$ cat config.mk
export PLATFORM = sky130hd
export DESIGN_NAME = serial_subtractor
export DESIGN_NICKNAME = d
export VERILOG_FILES = /design/src/rtl/serial_subtractor.sv
export SDC_FILE = /design/constraint.sdc
export NUM_CORES = 1
export LEC_CHECK = 0
export ABC_AREA = 1
export BUFFER_PORTS_ARGS = -buffer_cell sky130_fd_sc_hd__buf_2
export CAP_MARGIN = 30
export CORE_UTILIZATION = 45
export CTS_CLUSTER_DIAMETER = 80
export DETAILED_ROUTE_END_ITERATION = 7
export PLACE_DENSITY = 0.79
export SYNTH_ARGS = -nofsm -noshare
export SYNTH_HDL_FRONTEND = slang
export SYNTH_SLANG_ARGS = --single-unit
$ cat constraint.sdc
create_clock -name clk -period 1.6 [get_ports clk]
set_clock_uncertainty 0.2 [all_clocks]
set_input_delay 0 -clock clk [delete_from_list [all_inputs] [get_ports clk]]
set_output_delay 0 -clock clk [all_outputs]
set_load 0.05 [all_outputs]
$ cat src/rtl/serial_subtractor.sv
// Bit-serial subtractor: one full-subtractor stage resolves X-Y-Bin LSB first,
// one bit per clock, with results published atomically on entry to DONE.
module serial_subtractor #(
  parameter int WIDTH = 8
) (
  input  logic             clk,
  input  logic             rst_n,
  input  logic             start,
  input  logic [WIDTH-1:0] X,
  input  logic [WIDTH-1:0] Y,
  input  logic             Bin,
  output logic             busy,
  output logic             done,
  output logic [WIDTH-1:0] D,
  output logic             Bout,
  output logic             V,
  output logic             Z
);

  typedef enum logic [1:0] {IDLE, RUN, DONE} state_t;

  localparam int              CW   = $clog2(WIDTH) + 1;
  localparam logic [CW-1:0]   LAST = CW'(WIDTH - 1);

  state_t           state, state_nxt;
  logic [CW-1:0]    cnt;
  logic [WIDTH-1:0] xr, yr;
  logic             br;
  logic [WIDTH-2:0] sreg;

  logic             xb, yb, dbit, bnext, last, accept;
  logic [WIDTH-1:0] dfull;

  // Operand registers shift right, so bit 0 is always the bit being resolved;
  // on the final step it is the captured MSB, which the overflow rule needs.
  always_comb begin
    xb     = xr[0];
    yb     = yr[0];
    dbit   = xb ^ yb ^ br;
    bnext  = (~xb & yb) | (~(xb ^ yb) & br);
    dfull  = {dbit, sreg};
    last   = (cnt == LAST);
    accept = start && (state == IDLE || state == DONE);
  end

  always_ff @(posedge clk or negedge rst_n) begin
    if (!rst_n) state <= IDLE;
    else        state <= state_nxt;
  end

  always_comb begin
    state_nxt = state;
    case (state)
      IDLE:    if (start) state_nxt = RUN;
      RUN:     if (last)  state_nxt = DONE;
      DONE:    state_nxt = start ? RUN : IDLE;
      default: state_nxt = IDLE;
    endcase
  end

  always_comb begin
    busy = (state == RUN);
    done = (state == DONE);
  end

  always_ff @(posedge clk or negedge rst_n) begin
    if (!rst_n) begin
      xr   <= '0;
      yr   <= '0;
      br   <= 1'b0;
      cnt  <= '0;
      sreg <= '0;
      D    <= '0;
      Bout <= 1'b0;
      V    <= 1'b0;
      Z    <= 1'b1;
    end else if (accept) begin
      xr  <= X;
      yr  <= Y;
      br  <= Bin;
      cnt <= '0;
    end else if (state == RUN) begin
      xr   <= xr >> 1;
      yr   <= yr >> 1;
      br   <= bnext;
      sreg <= dfull[WIDTH-1:1];
      if (last) begin
        D    <= dfull;
        Bout <= bnext;
        V    <= (xb != yb) && (dbit != xb);
        Z    <= (dfull == '0);
      end else begin
        cnt <= cnt + 1'b1;
      end
    end
  end

endmodule
Yosys cells after proc, flatten, opt, wreduce, memory -nomap -nowiden
Cells that the tools add are included.

Add/subtract/negate cells: 1. Equal/unequal tests: 8. Mux-type cells: 13. Bitwise logic cells: 8. Reductions and logical operators: 10.

Operators with widths (count): 8-bit two-way mux (4); 4-bit two-way mux (3); 8-bit logical NOT (1); 2-bit case mux with 3 select lines (1); 2-bit AND reduction (3); 4-bit by 1-bit adder with 4-bit output (second input constant) (1); 4-bit by 3-bit == test with 1-bit output (second input constant) (1); 2-bit two-way mux (2); 2-bit by 1-bit inequality test with 1-bit output (second input constant) (2); 1-bit two-way mux (3); 1-bit inverter (3); 3-bit AND reduction (1); 1-bit AND (2); 2-bit by 1-bit == test with 1-bit output (second input constant) (1); 2-bit == test (second input constant) (1); 1-bit logical AND (2); 2-bit logical NOT (1); 1-bit inequality test (2); 2-bit inequality test (second input constant) (1); 2-bit nonzero test (1); 1-bit bitwise XOR (2); 1-bit logical OR (1); 1-bit OR (1).

Register bits after elaboration: 41. Bits of input ports: 20. Output and inout bits: 13.

Depth between registers and ports, before layout
Gate-level depths: netlist (run 1).

Depth after elaboration: 6. Mapped depth: 8. Gate-level depth less buffers: 8.

Worst setup path before layout (run 1)
Ideal clock, no wire load.

Path type: reg-to-reg. Start: register xr[0]. End: register Z. Library setup time: 0.060 ns. Arrival: 1.330 ns. Required time: 1.340 ns. Slack: 0.010 ns. Cell stages (with the launch flop): 9. Path buffers: 0. Path through: dfrtp_1 inv_1 fa_1 inv_1 nor2_1 nand2_1 nor2_1 nand2_1 nand2_1.

Cells in the longest elaborated chain, start to end: 3.

Ends and longest elaborated chain: start: declaration (line 27) `logic [WIDTH-1:0] xr, yr;`; start signal: assignment (line 83) `xr <= xr >> 1;`; 1-bit bitwise XOR (2 in series) (line 39) `dbit = xb ^ yb ^ br;`; 8-bit logical NOT (line 91) `Z <= (dfull == '0);`; end signal: assignment (line 91); end: declaration (line 17) `output logic Z`.

Every way passes these cells. A chain may end at the register's enable or synchronous reset.

Worst setup path after layout (run 1)
Start: register br. End: register Z.

Cells in the longest elaborated chain, start to end: 2.

Ends and longest elaborated chain: start: declaration (line 28) `logic br;`; start signal: assignment (line 80) `br <= Bin;`; start signal: assignment (line 85) `br <= bnext;`; 1-bit bitwise XOR (line 39); 8-bit logical NOT (line 91).

Every way passes these cells.

==> results summary, run 1 <==
The pin count of the biggest net entering global routing came out at 42. After the flow finishes, the layout carries non-filler instances totaling 355. The setup path with the least slack is of type reg -> reg.

The total global-route track usage came out at 19.5%. The internal power consumption came out at ~2.8 mW. The peak supply drop is about 0.8 mV. The routed wire length per instance is 11.0 µm.

The number of distinct standard cells referenced by the synthesized netlist is 19. The clock sink count came out at 41. The number of global-route vias before repair came out at between 1k and 1.5k. The wire length of the first global-routing pass is 6.32 mm.

In this design, the stage delay of the slowest critical-path cell is slightly below 0.6 ns. dfrtp_1 takes more of the synthesized area than any other cell. The static leakage came out at about 1.4 nW.

The number of instances in the synthesized netlist is around 240. The I/O pin count is 33. The net count of the mapped netlist came out at between 200 and 300. The dominant cell type by count on the critical path is nand2_1. In this run the tightest slew margin relative to its limit is around two thirds.

The count of input and output buffers is 32. The number of nets in the final layout came out at ~330. After synthesis, the cell types taking the most area are dfrtp_1 53%, nand2_1 21%, o21ai_0 6.1%. Routability-driven placement finished with a final weighted congestion of 0.793. The power per cell area came out at 1960 nW/µm². The CTS buffer count is 5. The placeable core region came out at 4030 µm². Max-cap violations in this run came to 0. In this run the number of cells on the critical path is 7. The share of the yosys chip area belonging to registers is roughly 54%.

On the critical path, the stage with the largest delay is an instance of fa_1. The die boundary height came out at 66.9 µm. The proportion of power drawn by the clock network is approximately 15%. The number of detailed-route iterations in the first pass is 4. The launch instance of the worst register-to-register path is br.

For the worst flop-to-flop path, the logic depth is 7. The die covers between 4000 and 5000 µm². The maximum clock path buffer count is 2. Along the worst path, the maximum fanout reaches 2. The clock period minus worst slack came out at ~1.6 ns.

The fraction of registers with async set/reset came out at 100%. The total wire length after detailed routing came out at 3.92 mm. nand2_1 is the most common cell in the netlist. The number of max-slew violations in the final report came to 0. Walking the worst path, the cells encountered are fa_1 -> inv_2 -> nor2_2 -> nand2_1 -> nor2_1 -> nand2_1 -> nand2_1. The design area is around 2500 µm².

The detailed placer's ending HPWL came out at about 2.5 mm. The initial standard-cell utilization of the core is roughly 47%. CTS built an H-tree with a depth of 2. Once placement finished, the instance area stood at 2160 µm². In this run the clock root is driven by a clkbuf_8. The mean instance size in the synthesized netlist came out at ~8.0 µm².

TritonCTS built the clock tree. The checks that failed: negative setup slack. The summed instance area of the synthesized netlist is 1900 µm². The placed instance count is roughly 320.

The commonest cells after synthesis are 105 x nand2_1, 40 x dfrtp_1, 29 x inv_1. The clock network latency to the later pin of the worst-skew pair came out at about 0.30 ns. The internal reg-to-reg setup slack is -0.006 ns.

The remaining antenna violation count is 0. The number of diodes is 0. Setup violations remaining at the end of the flow were counted as 1.

The number of endpoints with negative hold slack in the final report is 0. Setup repair after global routing could not meet its margin everywhere. The cell type group with the largest total delay on the critical path is adder cells. The clock edge transition at the registers on the reported setup and hold paths is 0.08 ns. The fraction of layout instances using a drive strength above 1 came out at between 20% and 30%.

The capture point of the worst path is Z. After routing, the total negative slack on setup checks comes to -0.00586 ns. The post-detailed-route DRC marker count is 0. The start point of the critical path is br. The final-layout worst hold slack came out at ~0.087 ns.

The share of total power dissipated in sequential elements is around a third. The portion of synthesized cell area occupied by the leading cell type came out at a little over half. The number of vias per cell came out at around 4.7.

The setup slack after layout came out at -0.00586 ns. The detailed router placed around 1.7k vias in this run. The floorplan die width is about 67 µm. The overall power consumption came out at between 4 and 5 mW. Data arrives at the worst endpoint at roughly 1.7 ns. The required time of the critical path came out at roughly 1.6 ns.

In this run switching power makes up a little over two fifths of total power. The startpoint type of the worst setup path is a register. The area growth from synthesis to layout is 32.8%. The share of the core filled with cells came out at between 60 and 70%. The switching power summed over all nets came out at about 2.2 mW. The transition time of the tightest slew-check pin came out at 0.504 ns. The sum of buffers and inverters on the critical path came out at 1. For this run, the top clock speed supported by timing is around 620 MHz. The synthesis-stage register bit count is between 40 and 50. The endpoint of the lowest-slack register-to-register path is Z.

Yosys printed 0 warnings. The count of flip-flops with a built-in enable after synthesis is 0. After the first detailed-routing iteration, the DRC count stood at 120. The primary flip-flop cell chosen by synthesis mapping is dfrtp_1. The initial antenna violation count was 0. The flow ran to the end, but the final reports show violations. The final critical-path share of the clock period came out at 100%.

Global routing finished with a remaining overflow of 0. The share of power burned in combinational logic came out at 49.8%. The min-delay analysis places its worst path in the category in -> async. STA classifies the critical path endpoint as a register. The standard-cell row count is 23. The pre-CTS setup slack came out at -0.0259 ns.
## layout by cell type (no fill, tap or decap), types with 7 or more instances in the layout
master	instances
nand2_1	103
dfrtp_1	40
buf_2	32
inv_1	27
o21ai_0	20
dlygate4sd3_1	19
nand3_1	13
buf_4	12
nor2_1	9
clkbuf_8	7
## logic make-up after synthesis
| family | synth area share, % |
|---|---|
| buffers and inverters | 8.70 |
| adder cells (fa/ha/maj) | 2.37 |
| AND/OR/NAND/NOR | 28.7 |
| flip-flops | 54.1 |
| AO/OA/AOI/OAI | 6.06 |
## worst register-to-register path, cell delays in order, from the launching register on
cell     delay [ns]
dfrtp_1        0.40
fa_1           0.58
inv_2          0.05
nor2_2         0.07
nand2_1        0.05
nor2_1         0.09
nand2_1        0.05
nand2_1        0.06
## layer usage
layer  up-vias  GRT usage (%)  wire [µm]  part of all wire [%]
li1        860              -          -                     -
met1       761           22.4       1750                    45
met2        36           34.1       1950                    50
met3         7           4.45        144                   3.7
met4         0           9.04         70                   1.8
met5         -              0          0                     0
## flip-flops by register name (all words and copies together), names as in the netlist, 2 cells and up
signal / count
D: 8
cnt: 4
sreg: 7
state: 2
xr: 8
yr: 8
## cell type report
type,count,area (µm²)
clock buffers,7,96.3
clock inverters,1,5.00
fillers,349,1510
inverters,30,116
multi-input cells,160,733
flip-flops and latches,41,1030
well taps,50,62.6
repair buffers,65,472
repair inverters,1,7.51
## how the worst min path moves through the flow
stage | start | endpoint | slack (ns) | depth (start not counted)
after global routing | rst_n | D[5] | 0.16 | 3
final | rst_n | D[5] | 0.09 | 3
after global placement | rst_n | D[4] | -0.11 | 2
after detailed placement | rst_n | D[4] | -0.11 | 2
after floorplan | rst_n | Bout | -0.50 | 0
after CTS | rst_n | D[4] | 0.1 | 3
## power by group through the flow
stage / Combinational (mW) / Clock, mW / Sequential [mW]
final: 2.47 / 0.748 / 1.73
after floorplan: 1.25 / 0 / 2.11
after detailed placement: 2.19 / 0 / 1.75
after global placement: 2.13 / 0 / 1.73
after global routing: 2.78 / 0.811 / 1.78
after CTS: 2.31 / 0.768 / 1.74
## timing repair
action / CTS / global route
hold endpoints to repair: 59 / 0
resized for setup: 1 / 13
setup endpoints to repair: 1 / 23
cloned: 0 / 1
setup buffers: 2 / 1
hold buffers: 19 / 0
pin swaps: 1 / 4
Power figures use the tool's default switching activity.
==> inputs of run 2 (changes only) <==
--- a/config.mk
+++ b/config.mk
@@ -8,6 +8,7 @@
 export ABC_AREA = 1
 export BUFFER_PORTS_ARGS = -buffer_cell sky130_fd_sc_hd__buf_2
 export CAP_MARGIN = 30
+export CORE_MARGIN = 4
 export CORE_UTILIZATION = 45
 export CTS_CLUSTER_DIAMETER = 80
 export DETAILED_ROUTE_END_ITERATION = 7
==> results summary, run 2 (synthesis results as in run 1) <==
The remaining antenna violation count came out at 0 (unchanged). The design area is 2510 µm² (-0.25%). The final-layout worst hold slack is 0.0949 ns (+0.00836 ns).

The fmax came out at 620 MHz (-0.52%). The pin count of the biggest net entering global routing is 42 (unchanged). The buffer cell driving the clock tree root is clkbuf_8.

The routed wire length per instance is 11.7 µm (+6.1%). The number of H-tree branching levels is 2 (unchanged). The number of detailed-route iterations in the first pass came to 4 (unchanged).

The largest fanout on the critical path came out at 3 (+1). Setup repair after global routing could not meet its margin everywhere. The type of the worst min-delay path is in -> async. The internal power consumption came out at 2.62 mW (-6.0%). The number of nets in the final layout came out at 330 (+0.92%). The placer's final routability congestion estimate came to 0.750 (-5.4%). The clock period minus worst slack came to 1.61 ns (+0.00832 ns).

The clock sink count came out at 41 (unchanged). The placed instance count is 325 (+0.31%). The most frequent standard cell in the layout excluding fill and tap cells is nand2_1. The detailed placer's ending HPWL is 2.66 mm (+8.4%). TritonCTS built the clock tree. The total wire length after detailed routing is 4.19 mm (+7.0%). The number of failing setup endpoints in the final timing report is 1 (unchanged).

The number of fill cells in the layout came out at 347 (-0.57%). The top cell types in the final layout, fill and taps aside, are 103 x nand2_1, 40 x dfrtp_1, 32 x buf_2. The CTS buffer count was 5 (unchanged).

The overall die area is 5320 µm² (+19%). The number of max-slew violations in the final report is 0 (unchanged). The share of power burned in combinational logic is 49.3% (-0.5 points).

The I/O pin count was 33 (unchanged). The post-detailed-route DRC marker count is 0 (unchanged). The final critical-path share of the clock period came out at 101% (+0.52 points).

The count of input and output buffers is 32 (unchanged). The number of global-route vias before repair is 1,675 (+12%). The switching power summed over all nets is 2.13 mW (-1.4%). The clock edge transition at the registers on the reported setup and hold paths was 0.08 ns (about the same).

The worst path arrival time came out at 1.66 ns (about the same). The clock network latency to the later pin of the worst-skew pair was 0.30 ns (about the same). The peak supply drop is 0.833 mV (+1.6%).

The standard-cell row count came out at 23 (unchanged). The number of endpoints with negative hold slack in the final report was 0 (unchanged). The wire length of the first global-routing pass is 7.13 mm (+13%). The setup path with the least slack is of type reg -> reg. The switching share of total power was 44.9% (+1.2 points).

The number of vias per cell came out at 4.69 (+0.12%). The placed standard-cell area is 2160 µm² (-0.23%). The overall power consumption came out at 4.75 mW (-4.0%). The logic depth of the worst register-to-register path is 8 (+1). The final reports fail on negative setup slack. The worst setup path is captured at a register. The total global-route track usage was 17.7% (-1.9 points). The count of max-cap constraint violations was 0 (unchanged). The remaining max-slew budget at the tightest pin is 66.0% (-0.43 points). The final instance count without filler cells came out at 358 (+0.85%).

The proportion of power drawn by the clock network is 13.7% (-1.4 points). The internal reg-to-reg setup slack is -0.01 ns (about the same). The startpoint type of the worst setup path is a register. The endpoint identified for the worst register-to-register timing path is Z. The area growth from synthesis to layout came out at 32.4%. The startpoint identified for the worst register-to-register timing path is xr[0]. The setup slack after layout came out at -0.0142 ns (-0.00832 ns).

The proportion of power drawn by flip-flops and latches is 36.9% (+1.9 points). The number of diodes was 0 (unchanged). The initial standard-cell utilization of the core came out at 47.1% (unchanged). The static leakage is 1.36 nW (-0.41%). The power per cell area came out at 1890 nW/µm² (-3.8%). The placeable core region came out at 4030 µm² (unchanged). The final global-route overflow total came to 0 (unchanged). The maximum clock path buffer count came out at 2 (unchanged).

The run finished, with violations left. The initial antenna violation count came out at 0 (unchanged). The count of vias placed by the detailed router came out at 1,680 (+0.96%). The transition time of the tightest slew-check pin is 0.510 ns (+0.00639 ns). The floorplan die width came to 72.9 µm (+9.0%). The fraction of layout instances using a drive strength above 1 is 22.7% (+0.43 points). The required time of the critical path was 1.65 ns (about the same). The largest registers in the layout are D: 8 flops, xr: 8 flops, yr: 8 flops.

The number of DRC markers in iteration 0 is 98 (-18%). The die boundary height was 72.9 µm (+9.0%).
-- run 2: cell types whose count changed in the layout (fill, tap and decap cells not counted), moves of 2 or more --
cell,delta
o21ai_1,+3
buf_4,+3
clkbuf_8,-2
o21ai_0,-2
-- run 2: stage by stage --
step                      TNS [ns]  util (%)  setup WS, ns
after floorplan                  0         -        0.0101
after global placement           0      53.6        0.0295
after detailed placement   -0.0242      53.6       -0.0154
after CTS                  -0.0208      60.3       -0.0208
after global routing        -0.234      62.4       -0.0991
final                      -0.0142      62.4       -0.0142
-- run 2: worst max-delay path by stage --
stage,slack (ns),start,cells after the start,end
floorplan,0.01,xr[0],8,Z
global placement,0.03,xr[0],8,Z
detailed placement,-0.02,xr[0],8,Z
CTS,-0.02,xr[0],8,Z
global route,-0.1,xr[0],8,Z
finish,-0.01,xr[0],8,Z
-- run 2: area by class of cell --
class	count	area, µm²	share of cell area (%)
sequential	41	1030	40.9
multi-input combinational	160	729	29.0
timing repair buffer	68	485	19.3
inverter	30	119	4.73
clock buffer	6	72.6	2.89
tap	50	62.6	2.49
clock inverter	2	10.0	0.398
timing repair inverter	1	7.51	0.299
-- run 2: power groups by stage --
stage               registers [mW]  logic [mW]  clock network, mW
floorplan                     2.11        1.25                  0
global placement              1.74        2.11                  0
detailed placement            1.76        2.18                  0
CTS                           1.75        2.22              0.671
global route                  1.81        2.66              0.716
finish                        1.75        2.34              0.653
-- run 2: worst max-delay path: stages, from the launching register on --
cell	delay (ns)
dfrtp_1	0.36
inv_2	0.05
fa_1	0.58
inv_1	0.06
nor2_1	0.08
nand2_1	0.05
nor2_1	0.08
nand2_1	0.05
nand2_1	0.06
-- run 2: routing by layer --
metal	GRT usage [%]	vias up	wire, µm
met2	29.2	43	2040
met4	9.84	0	127
li1	-	863	-
met1	21.3	761	1830
met3	3.86	13	194
met5	0	-	0
-- run 2: what timing repair did --
item | in CTS | in global routing
hold endpoints to repair | 58 | 0
pin swaps | 0 | 4
endpoints found under the setup margin | 2 | 24
cloned | 0 | 2
hold buffers | 19 | 0
setup buffers | 0 | 4
resized for setup | 2 | 17
